`src/rtl/fp_alu_pkg.sv`:
```
// -----------------------------------------------------------------------------
// fp_alu_pkg
// Shared encodings for the FP ALU scheduler:
//   - request op codes (add / sub / mul / illegal)
//   - scheduler FSM state encoding
//   - IEEE-754 single-precision all-ones exponent and an Inf/NaN helper
// -----------------------------------------------------------------------------
package fp_alu_pkg;

    typedef enum logic [1:0] {
        OP_ADD = 2'b00,
        OP_SUB = 2'b01,
        OP_MUL = 2'b10,
        OP_ILL = 2'b11
    } fp_op_e;

    typedef enum logic [1:0] {
        ST_IDLE = 2'd0,
        ST_HOLD = 2'd1,
        ST_RESP = 2'd2
    } sched_state_e;

    localparam logic [7:0] FP_EXP_ALL1 = 8'hFF;

    // True when the operand is Inf or NaN (exponent field all ones).
    function automatic logic fp_is_inf_nan(input logic [31:0] f);
        return (f[30:23] == FP_EXP_ALL1);
    endfunction

endpackage

```
`src/rtl/fp_rr_arb2.sv`:
```
// -----------------------------------------------------------------------------
// fp_rr_arb2
// Two-way round-robin arbiter. A single valid requester always wins; when both
// are valid, the requester that was not granted last wins. The preference
// register only moves when the grant is actually accepted.
// Ports:
//   clk     in   clock, rising edge
//   rst_n   in   asynchronous active-low reset (preference -> requester 0)
//   valid   in   [1:0] request valid per requester
//   accept  in   the current grant is taken this cycle
//   grant   out  [1:0] one-hot grant (combinational), 0 when nothing valid
// -----------------------------------------------------------------------------
module fp_rr_arb2 (
    input  logic       clk,
    input  logic       rst_n,
    input  logic [1:0] valid,
    input  logic       accept,
    output logic [1:0] grant
);

    // 1: requester 1 is preferred on a tie, 0: requester 0 is preferred.
    logic r_prio1;

    always_comb begin
        grant = valid;
        if (valid == 2'b11) begin
            grant = r_prio1 ? 2'b10 : 2'b01;
        end
    end

    // After granting requester 0 the tie goes to requester 1, and vice versa.
    always_ff @(posedge clk or negedge rst_n) begin
        if (!rst_n) begin
            r_prio1 <= 1'b0;
        end else if (accept) begin
            r_prio1 <= grant[0];
        end
    end

endmodule

```
`src/rtl/fp_alu_sched.sv`:
```
// -----------------------------------------------------------------------------
// fp_alu_sched
// Two-requester scheduler in front of a shared combinational single-precision
// add/sub/mul datapath. Picks a requester round-robin, registers its operands,
// drives one op strobe for ALU_LAT cycles (multicycle path into the datapath),
// captures the result on the last hold cycle and returns it tagged with the id.
//
// Parameters:
//   ALU_LAT      cycles operands/strobe are held before capture (>= 1)
// Ports:
//   clk, rst_n                   clock, asynchronous active-low reset
//   reqN_valid/ready             request handshake, N = 0,1 (ready is combinational)
//   reqN_op/a/b                  op (00 add, 01 sub, 10 mul, 11 illegal), operands
//   alu_n1/alu_n2                registered operands to the datapath
//   alu_add/alu_sub/alu_mul      op strobes, one high during every hold cycle
//   alu_result/alu_result1       datapath add/sub result, mul result
//   rsp_valid/ready              response handshake
//   rsp_id/rsp_data/rsp_exc      requester id, result, Inf/NaN input flag
// Configuration:
//   FP_SCHED_EXC_EN  when defined, rsp_exc reports an Inf/NaN operand captured
//                    at accept; otherwise rsp_exc is constant 0.
// -----------------------------------------------------------------------------
module fp_alu_sched
    import fp_alu_pkg::*;
#(
    parameter int ALU_LAT = 2
) (
    input  logic        clk,
    input  logic        rst_n,
    input  logic        req0_valid,
    output logic        req0_ready,
    input  logic [1:0]  req0_op,
    input  logic [31:0] req0_a,
    input  logic [31:0] req0_b,
    input  logic        req1_valid,
    output logic        req1_ready,
    input  logic [1:0]  req1_op,
    input  logic [31:0] req1_a,
    input  logic [31:0] req1_b,
    output logic [31:0] alu_n1,
    output logic [31:0] alu_n2,
    output logic        alu_add,
    output logic        alu_sub,
    output logic        alu_mul,
    input  logic [31:0] alu_result,
    input  logic [31:0] alu_result1,
    output logic        rsp_valid,
    input  logic        rsp_ready,
    output logic        rsp_id,
    output logic [31:0] rsp_data,
    output logic        rsp_exc
);

    localparam int               CNT_W    = $clog2(ALU_LAT + 1);
    localparam logic [CNT_W-1:0] CNT_LAST = CNT_W'(ALU_LAT - 1);

    sched_state_e     r_state;
    sched_state_e     w_state_next;
    logic [CNT_W-1:0] r_cnt;
    logic [31:0]      r_n1;
    logic [31:0]      r_n2;
    logic [1:0]       r_op;
    logic             r_id;
    logic [31:0]      r_rsp_data;

    logic [1:0]       w_valid;
    logic [1:0]       w_grant;
    logic             w_idle;
    logic             w_accept;
    logic             w_sel;
    logic [1:0]       w_sel_op;
    logic [31:0]      w_sel_a;
    logic [31:0]      w_sel_b;
    logic             w_last_hold;

    assign w_valid  = {req1_valid, req0_valid};
    assign w_idle   = (r_state == ST_IDLE);
    assign w_accept = w_idle & (|w_valid);

    fp_rr_arb2 u_arb (
        .clk    (clk),
        .rst_n  (rst_n),
        .valid  (w_valid),
        .accept (w_accept),
        .grant  (w_grant)
    );

    assign req0_ready = w_idle & w_grant[0];
    assign req1_ready = w_idle & w_grant[1];

    // Selected request fields; only meaningful while w_accept is high.
    assign w_sel    = w_grant[1];
    assign w_sel_op = w_sel ? req1_op : req0_op;
    assign w_sel_a  = w_sel ? req1_a  : req0_a;
    assign w_sel_b  = w_sel ? req1_b  : req0_b;

    assign w_last_hold = (r_state == ST_HOLD) && (r_cnt == CNT_LAST);

    // ---------------- FSM: state register ----------------
    always_ff @(posedge clk or negedge rst_n) begin
        if (!rst_n) begin
            r_state <= ST_IDLE;
        end else begin
            r_state <= w_state_next;
        end
    end

    // ---------------- FSM: next state and decoded outputs ----------------
    // Strobes and rsp_valid decode straight from the state register so they
    // fall together with an asynchronous reset.
    always_comb begin
        w_state_next = r_state;
        alu_add      = 1'b0;
        alu_sub      = 1'b0;
        alu_mul      = 1'b0;
        rsp_valid    = 1'b0;
        case (r_state)
            ST_IDLE: begin
                if (w_accept) begin
                    // Illegal ops skip the datapath entirely.
                    w_state_next = (w_sel_op == OP_ILL) ? ST_RESP : ST_HOLD;
                end
            end
            ST_HOLD: begin
                alu_add = (r_op == OP_ADD);
                alu_sub = (r_op == OP_SUB);
                alu_mul = (r_op == OP_MUL);
                if (w_last_hold) begin
                    w_state_next = ST_RESP;
                end
            end
            ST_RESP: begin
                rsp_valid = 1'b1;
                if (rsp_ready) begin
                    w_state_next = ST_IDLE;
                end
            end
            default: begin
                w_state_next = ST_IDLE;
            end
        endcase
    end

    // ---------------- hold counter ----------------
    // Cleared on accept so it is zero on the first hold cycle; it stops at
    // CNT_LAST, which is the exit point, so it never wraps.
    always_ff @(posedge clk or negedge rst_n) begin
        if (!rst_n) begin
            r_cnt <= '0;
        end else if (w_accept) begin
            r_cnt <= '0;
        end else if ((r_state == ST_HOLD) && !w_last_hold) begin
            r_cnt <= r_cnt + CNT_W'(1);
        end
    end

    // ---------------- operand / op / id registers ----------------
    always_ff @(posedge clk or negedge rst_n) begin
        if (!rst_n) begin
            r_n1 <= '0;
            r_n2 <= '0;
            r_op <= '0;
            r_id <= 1'b0;
        end else if (w_accept) begin
            r_n1 <= w_sel_a;
            r_n2 <= w_sel_b;
            r_op <= w_sel_op;
            r_id <= w_sel;
        end
    end

    // ---------------- result capture ----------------
    always_ff @(posedge clk or negedge rst_n) begin
        if (!rst_n) begin
            r_rsp_data <= '0;
        end else if (w_accept && (w_sel_op == OP_ILL)) begin
            r_rsp_data <= '0;
        end else if (w_last_hold) begin
            r_rsp_data <= (r_op == OP_MUL) ? alu_result1 : alu_result;
        end
    end

    assign alu_n1   = r_n1;
    assign alu_n2   = r_n2;
    assign rsp_id   = r_id;
    assign rsp_data = r_rsp_data;

`ifdef FP_SCHED_EXC_EN
    logic r_exc;

    always_ff @(posedge clk or negedge rst_n) begin
        if (!rst_n) begin
            r_exc <= 1'b0;
        end else if (w_accept) begin
            r_exc <= fp_is_inf_nan(w_sel_a) | fp_is_inf_nan(w_sel_b);
        end
    end

    assign rsp_exc = r_exc;
`else
    assign rsp_exc = 1'b0;
`endif

endmodule

```
`config.mk`:
```
export PLATFORM = sky130hd
export DESIGN_NAME = fp_alu_sched
export DESIGN_NICKNAME = d
export VERILOG_FILES = /design/src/rtl/fp_alu_pkg.sv /design/src/rtl/fp_rr_arb2.sv /design/src/rtl/fp_alu_sched.sv
export SDC_FILE = /design/constraint.sdc
export NUM_CORES = 1
export LEC_CHECK = 0
export BUFFER_PORTS_ARGS = -buffer_cell sky130_fd_sc_hd__buf_2
export CORE_MARGIN = 2
export CORE_UTILIZATION = 30
export DETAILED_ROUTE_END_ITERATION = 16
export RECOVER_POWER = 100
export SLEW_MARGIN = 25
export SYNTH_ARGS = -nofsm -noshare
export SYNTH_HDL_FRONTEND = slang
export SYNTH_SLANG_ARGS = --single-unit
```
`constraint.sdc`:
```
create_clock -name clk -period 1.26 [get_ports clk]
set_input_delay 0.189 -clock clk [delete_from_list [all_inputs] [get_ports clk]]
set_output_delay 0.189 -clock clk [all_outputs]
set_load 0.02 [all_outputs]
```
[Yosys cells after proc, flatten, opt, wreduce, memory -nomap -nowiden]
Index checks and enable logic that the tools add are counted.
Word-level totals
  flip-flop bits (word level): 104
  bits of input ports: 201
Operators by class
  add/subtract/negate cells: 1
  eq/ne operators: 10
  multiplexer cells: 19
  bitwise logic cells: 3
  reductions and logical operators: 10
Operator list (count)
  $mux W32: 5
  $mux W2: 9
  $eq A2 B2 Y1 const B: 4
  $eq A2 B1 Y1 const B: 3
  $pmux W2 S3: 1
  $logic_not A2 Y1: 2
  $mux W1: 4
  $ne A2 B2 Y1 const B: 2
  $reduce_bool A2 Y1: 2
  $and A1 B1 Y1: 3
  $logic_and A1 B1 Y1: 3
  $reduce_and A3 Y1: 1
  $add A2 B1 Y2 const B: 1
  $ne A2 B1 Y1 const B: 1
  $reduce_or A2 Y1: 1
  $logic_not A1 Y1: 1

[Longest topological paths before layout]
  depth after elaboration: 7
  mapped depth: 8

[Modules after synthesis]
A second synthesis with hierarchy kept.
Unflattened totals
  cells, all modules: 396
  area, all modules: 5236.3 um2
By module, submodules not included
  fp_alu_sched: times used 1, cells an instance 391, area each 5173.7 um2
  fp_rr_arb2: times used 1, cells an instance 5, area each 62.6 um2

[Worst setup path before layout]
OpenSTA, ideal clock, no wires.
  kind: reg2reg
  start: reg u_arb.r_prio1
  end: reg r_id, in the netlist rsp_id
  setup time: 0.067 ns
  data arrival time: 1.372 ns
  setup slack: -0.179 ns
  stages on the path, launching flop included: 6
  buffers on the path: 1
  period minus slack after synthesis: 1.439 ns
  cell sequence: dfrtp_1 > nand2b_2 > nand2_2 > buf_6 > nor3_1 > a21o_1
On the way
  word-level cells in the longest chain between the ends: 2
RTL lines
  start, declared: line fp_rr_arb2.sv:22  | logic r_prio1;
  start signal, assigned: line fp_rr_arb2.sv:36  | r_prio1 <= grant[0];
  $mux W2: line fp_rr_arb2.sv:27  | grant = r_prio1 ? 2'b10 : 2'b01;
  $mux W2: line fp_rr_arb2.sv:26  | if (valid == 2'b11) begin
  end signal, assigned: line fp_alu_sched.sv:168  | r_id <= w_sel;
  end, declared: line fp_alu_sched.sv:63  | logic r_id;
No other way between the ends.
A chain may end at the register's enable or synchronous reset.

[Worst setup path after layout]
  start: reg r_state[0]
  end: out req1_ready
On the way
  word-level cells in the longest chain between the ends: 2
RTL lines
  start, declared: line fp_alu_sched.sv:57  | sched_state_e r_state;
  start signal, assigned: line fp_alu_sched.sv:104  | r_state <= w_state_next;
  $logic_not A2 Y1: line fp_alu_sched.sv:77  | assign w_idle = (r_state == ST_IDLE);
  $and A1 B1 Y1: line fp_alu_sched.sv:89  | assign req1_ready = w_idle & w_grant[1];
  end, declared: line fp_alu_sched.sv:36  | output logic req1_ready,
No other way between the ends.

==> impl_summary.log <==
INFO  metric violations = setup timing
INFO  metric hpwlAfterDp = 10.85 mm
INFO  metric min_period_over_period = 1.271
INFO  metric cp_endpoint_kind = primary output
INFO  metric hp-start = req1_a[7]
INFO  metric initial_utilization = 0.3061
INFO  metric status = finished with violations
INFO  metric cellPowerDensity = 2580 nW/um^2
INFO  metric timing.critical_path.required = around 1100 ps
INFO  metric placement_rows = 47
INFO  metric core_area = between 15000 and 20000 sq um
INFO  metric fin_worst_skew = between 8 and 9 ps
INFO  metric placed_area = approximately 7000 sq um
INFO  metric wire_per_inst = between 15 and 20 um
INFO  metric worst_pin_slew = between 700 and 800 ps
INFO  metric drcViolationCount = 0
INFO  metric postRouteWirelength = around 18 mm
INFO  metric fin_crit_period = 1602 ps
INFO  metric synth_cell_types = 36
INFO  metric leakagePower = 4.312 nW
INFO  metric gp_congestion = ~0.77
INFO  metric setup_viol_count_final = approximately 110
INFO  metric grt_first_pass_wirelength = about 23 mm
INFO  metric place_ws = -168.9 ps
INFO  metric total_power = between 20 and 25 mW
INFO  metric timing.final.ws_setup = -341.8 ps
INFO  metric die_outline_width = approximately 130 um
INFO  metric routed-via-count = 4964
INFO  metric crit_type = flop to primary output
INFO  metric grt_usage = 0.1670
INFO  metric mostFrequentLayoutCells = buf_2, dfrtp_1, clkbuf_1
INFO  metric netlist_area_pre_place = about 5000 sq um
INFO  metric clk_tree_root_cell = clkbuf_16
INFO  metric cts_buffer_depth = 2
INFO  metric ports = between 300 and 400
INFO  metric postSynthNetCount = between 600 and 700
INFO  metric synth_to_layout_area_growth = 79.91%
INFO  metric final_area = between 9000 and 10000 sq um
INFO  metric crit_path_cell_trace = buf_4 -> nor3_4 -> buf_6
INFO  metric worst_slew_margin_rel = 0.5273
INFO  metric worstHoldPathType = primary input to flop
INFO  metric cts_tree = done
INFO  metric layout.filler_cells = between 1000 and 1500
INFO  metric max_cap_viol_count = 0
INFO  metric reg2reg_from = u_arb.r_prio1
INFO  metric layout.cells.most_common = buf_2
INFO  metric yosys_warnings = 0
INFO  metric synth_area_per_cell = ~11 sq um
INFO  metric firstDrtPassIters = 4
INFO  metric rsz0062_at_grt = yes
INFO  metric drv_slew = 0
INFO  metric fin_nets = 1033
INFO  metric syn-instance-count = around 470
INFO  metric portBuffers = about 300
INFO  metric h-tree-depth = 3
INFO  metric worst_path_largest_cell_delay = roughly 460 ps
INFO  metric startpoint_of_the_worst_setup_timing_path = r_state[0]
INFO  metric worst_ir_drop_vdd = between 0.001 and 0.0015 V
INFO  metric register_to_register_path_setup_slack = -280 ps
INFO  metric cpLargestDelayFamily = flip-flops
INFO  metric worst_hold_margin = roughly 110 ps
INFO  metric crit_path_start_kind = flop
INFO  metric dr_vias_cell = between 4 and 5
INFO  metric global_route.overflow_total = 0
INFO  metric num_antenna_cells = 0
INFO  metric worst_ep_arrival_time = between 1000 and 1500 ps
INFO  metric number_of_storage_elements_in_the_synthesis_netlist = roughly 100
INFO  metric detail-route-antenna-nets = 0
INFO  metric cp_slowest_cell = dfrtp_2
INFO  metric drive_above_1_share = 0.6065
INFO  metric critPathBufInv = 2
INFO  metric max_freq = between 0.6 and 0.7 GHz
INFO  metric clock-sinks = approximately 100
INFO  metric worstSkewPairLatency = approximately 340 ps
INFO  metric timing.critical_path.fanout_max = 4
INFO  metric antenna_found_initial = 0
INFO  metric yosysSeqAreaShare = 0.5127
INFO  metric grt_start_max_net_pins = 66
INFO  metric finalHoldViolCount = 0
INFO  metric die_area = roughly 18000 sq um
INFO  metric total_clock_buffers_created_by_cts = 9
INFO  metric first_global_vias = between 4000 and 5000
INFO  metric detail_route.iter0.violations = ~120
INFO  metric die_h = between 100 and 150 um
INFO  metric worst_setup_hold_path_clk_slew = roughly 70 ps
## path summary, 6_finish.rpt
check,to,cells after the start
worst max-delay path,req1_ready,3
worst min-delay path,alu_n1[7],3
worst max register to register,rsp_data[23],7
worst min register to register,rsp_id,1
max in group asynchronous,rsp_data[29],3
min in group asynchronous,rsp_data[14],2
## sequential cells by signal (all words and copies together), names as in the netlist
| register | cells |
|---|---|
| rsp_id | 1 |
| r_state | 2 |
| r_cnt | 2 |
| alu_n2 | 32 |
| alu_n1 | 32 |
| u_arb.r_prio1 | 1 |
| rsp_data | 32 |
| r_op | 2 |
## cell usage after synthesis, drive strengths merged
library cell	count	area share
dfrtp	104	0.51
mux2i	98	0.19
nand2	69	0.052
o21ai	67	0.067
nor2	37	0.028
a211oi	33	0.052
buf	27	0.052
clkbuf	10	0.0086
a21oi	3	0.0052
inv	3	0.0022
a21o	2	0.0030
nand2b	2	0.0044
nor3	2	0.0020
nor3b	2	0.0030
a211o	1	0.0017
a31o	1	0.0017
a31oi	1	0.0012
and2b	1	0.0015
conb	1	0.00074
ha	1	0.0025
nand4	1	0.0012
nor2b	1	0.0012
o21a	1	0.0015
xnor2	1	0.0017
## kinds of logic after synthesis
group | count (synthesis) | synth area share
adder cells (fa/ha/maj) | 1 | 0.002464
buffers and inverters | 40 | 0.06310
AO/OA/AOI/OAI | 109 | 0.1329
multiplexers | 98 | 0.1932
flip-flops | 104 | 0.5127
XOR/XNOR | 1 | 0.001726
other | 1 | 0.0007388
AND/OR/NAND/NOR | 115 | 0.09317
## power by group
group / switching, mW / total, mW / internal, mW / leakage [nW]
sequential: 1.25 / 6.28 / 5.03 / 1.27
combinational: 7.67 / 14.3 / 6.68 / 2.89
clock: 1.31 / 2.93 / 1.62 / 0.147
total: 10.2 / 23.6 / 13.3 / 4.31
## area by class of cell
cell class | count | area [sq um] | share of cell area
multi-input cells | 325 | 3090 | 0.3384
repair buffers | 388 | 2845 | 0.3115
flip-flops and latches | 104 | 2604 | 0.2851
well taps | 220 | 275.3 | 0.03014
clock buffers | 11 | 242.7 | 0.02658
clock inverters | 5 | 63.81 | 0.006987
inverters | 3 | 11.26 | 0.001233
## per-layer routing
metal / wire [um] / track usage / part of all wire
met5: 0 / 0 / 0
met4: 233 / 0.05439 / 0.013
met3: 939 / 0.03212 / 0.052
met2: 9167 / 0.2875 / 0.51
met1: 7743 / 0.2119 / 0.43
## through the flow
step                utilization  instances  TNS (ps)
floorplan                     -        469    -564.7
global placement         0.4239        993     -7044
detailed placement       0.4239        993    -10150
CTS                      0.4756       1030    -25740
global route             0.5507       1056    -24800
finish                   0.5507       1056    -19200
## repair_timing
item / in CTS / in global routing
endpoints found under the setup margin: 106 / 108
pin swaps: 11 / 74
gates cloned: 7 / 22
setup buffers: 13 / 9
hold buffers: 1 / 0
resized for setup: 66 / 230
endpoints found under the hold margin: 20 / 0
## worst min-delay path, stage by stage
cell	delay, ps
buf_2	70
mux2i_1	50
o21ai_1	100
Note: power is estimated with default switching activity, not from simulation.
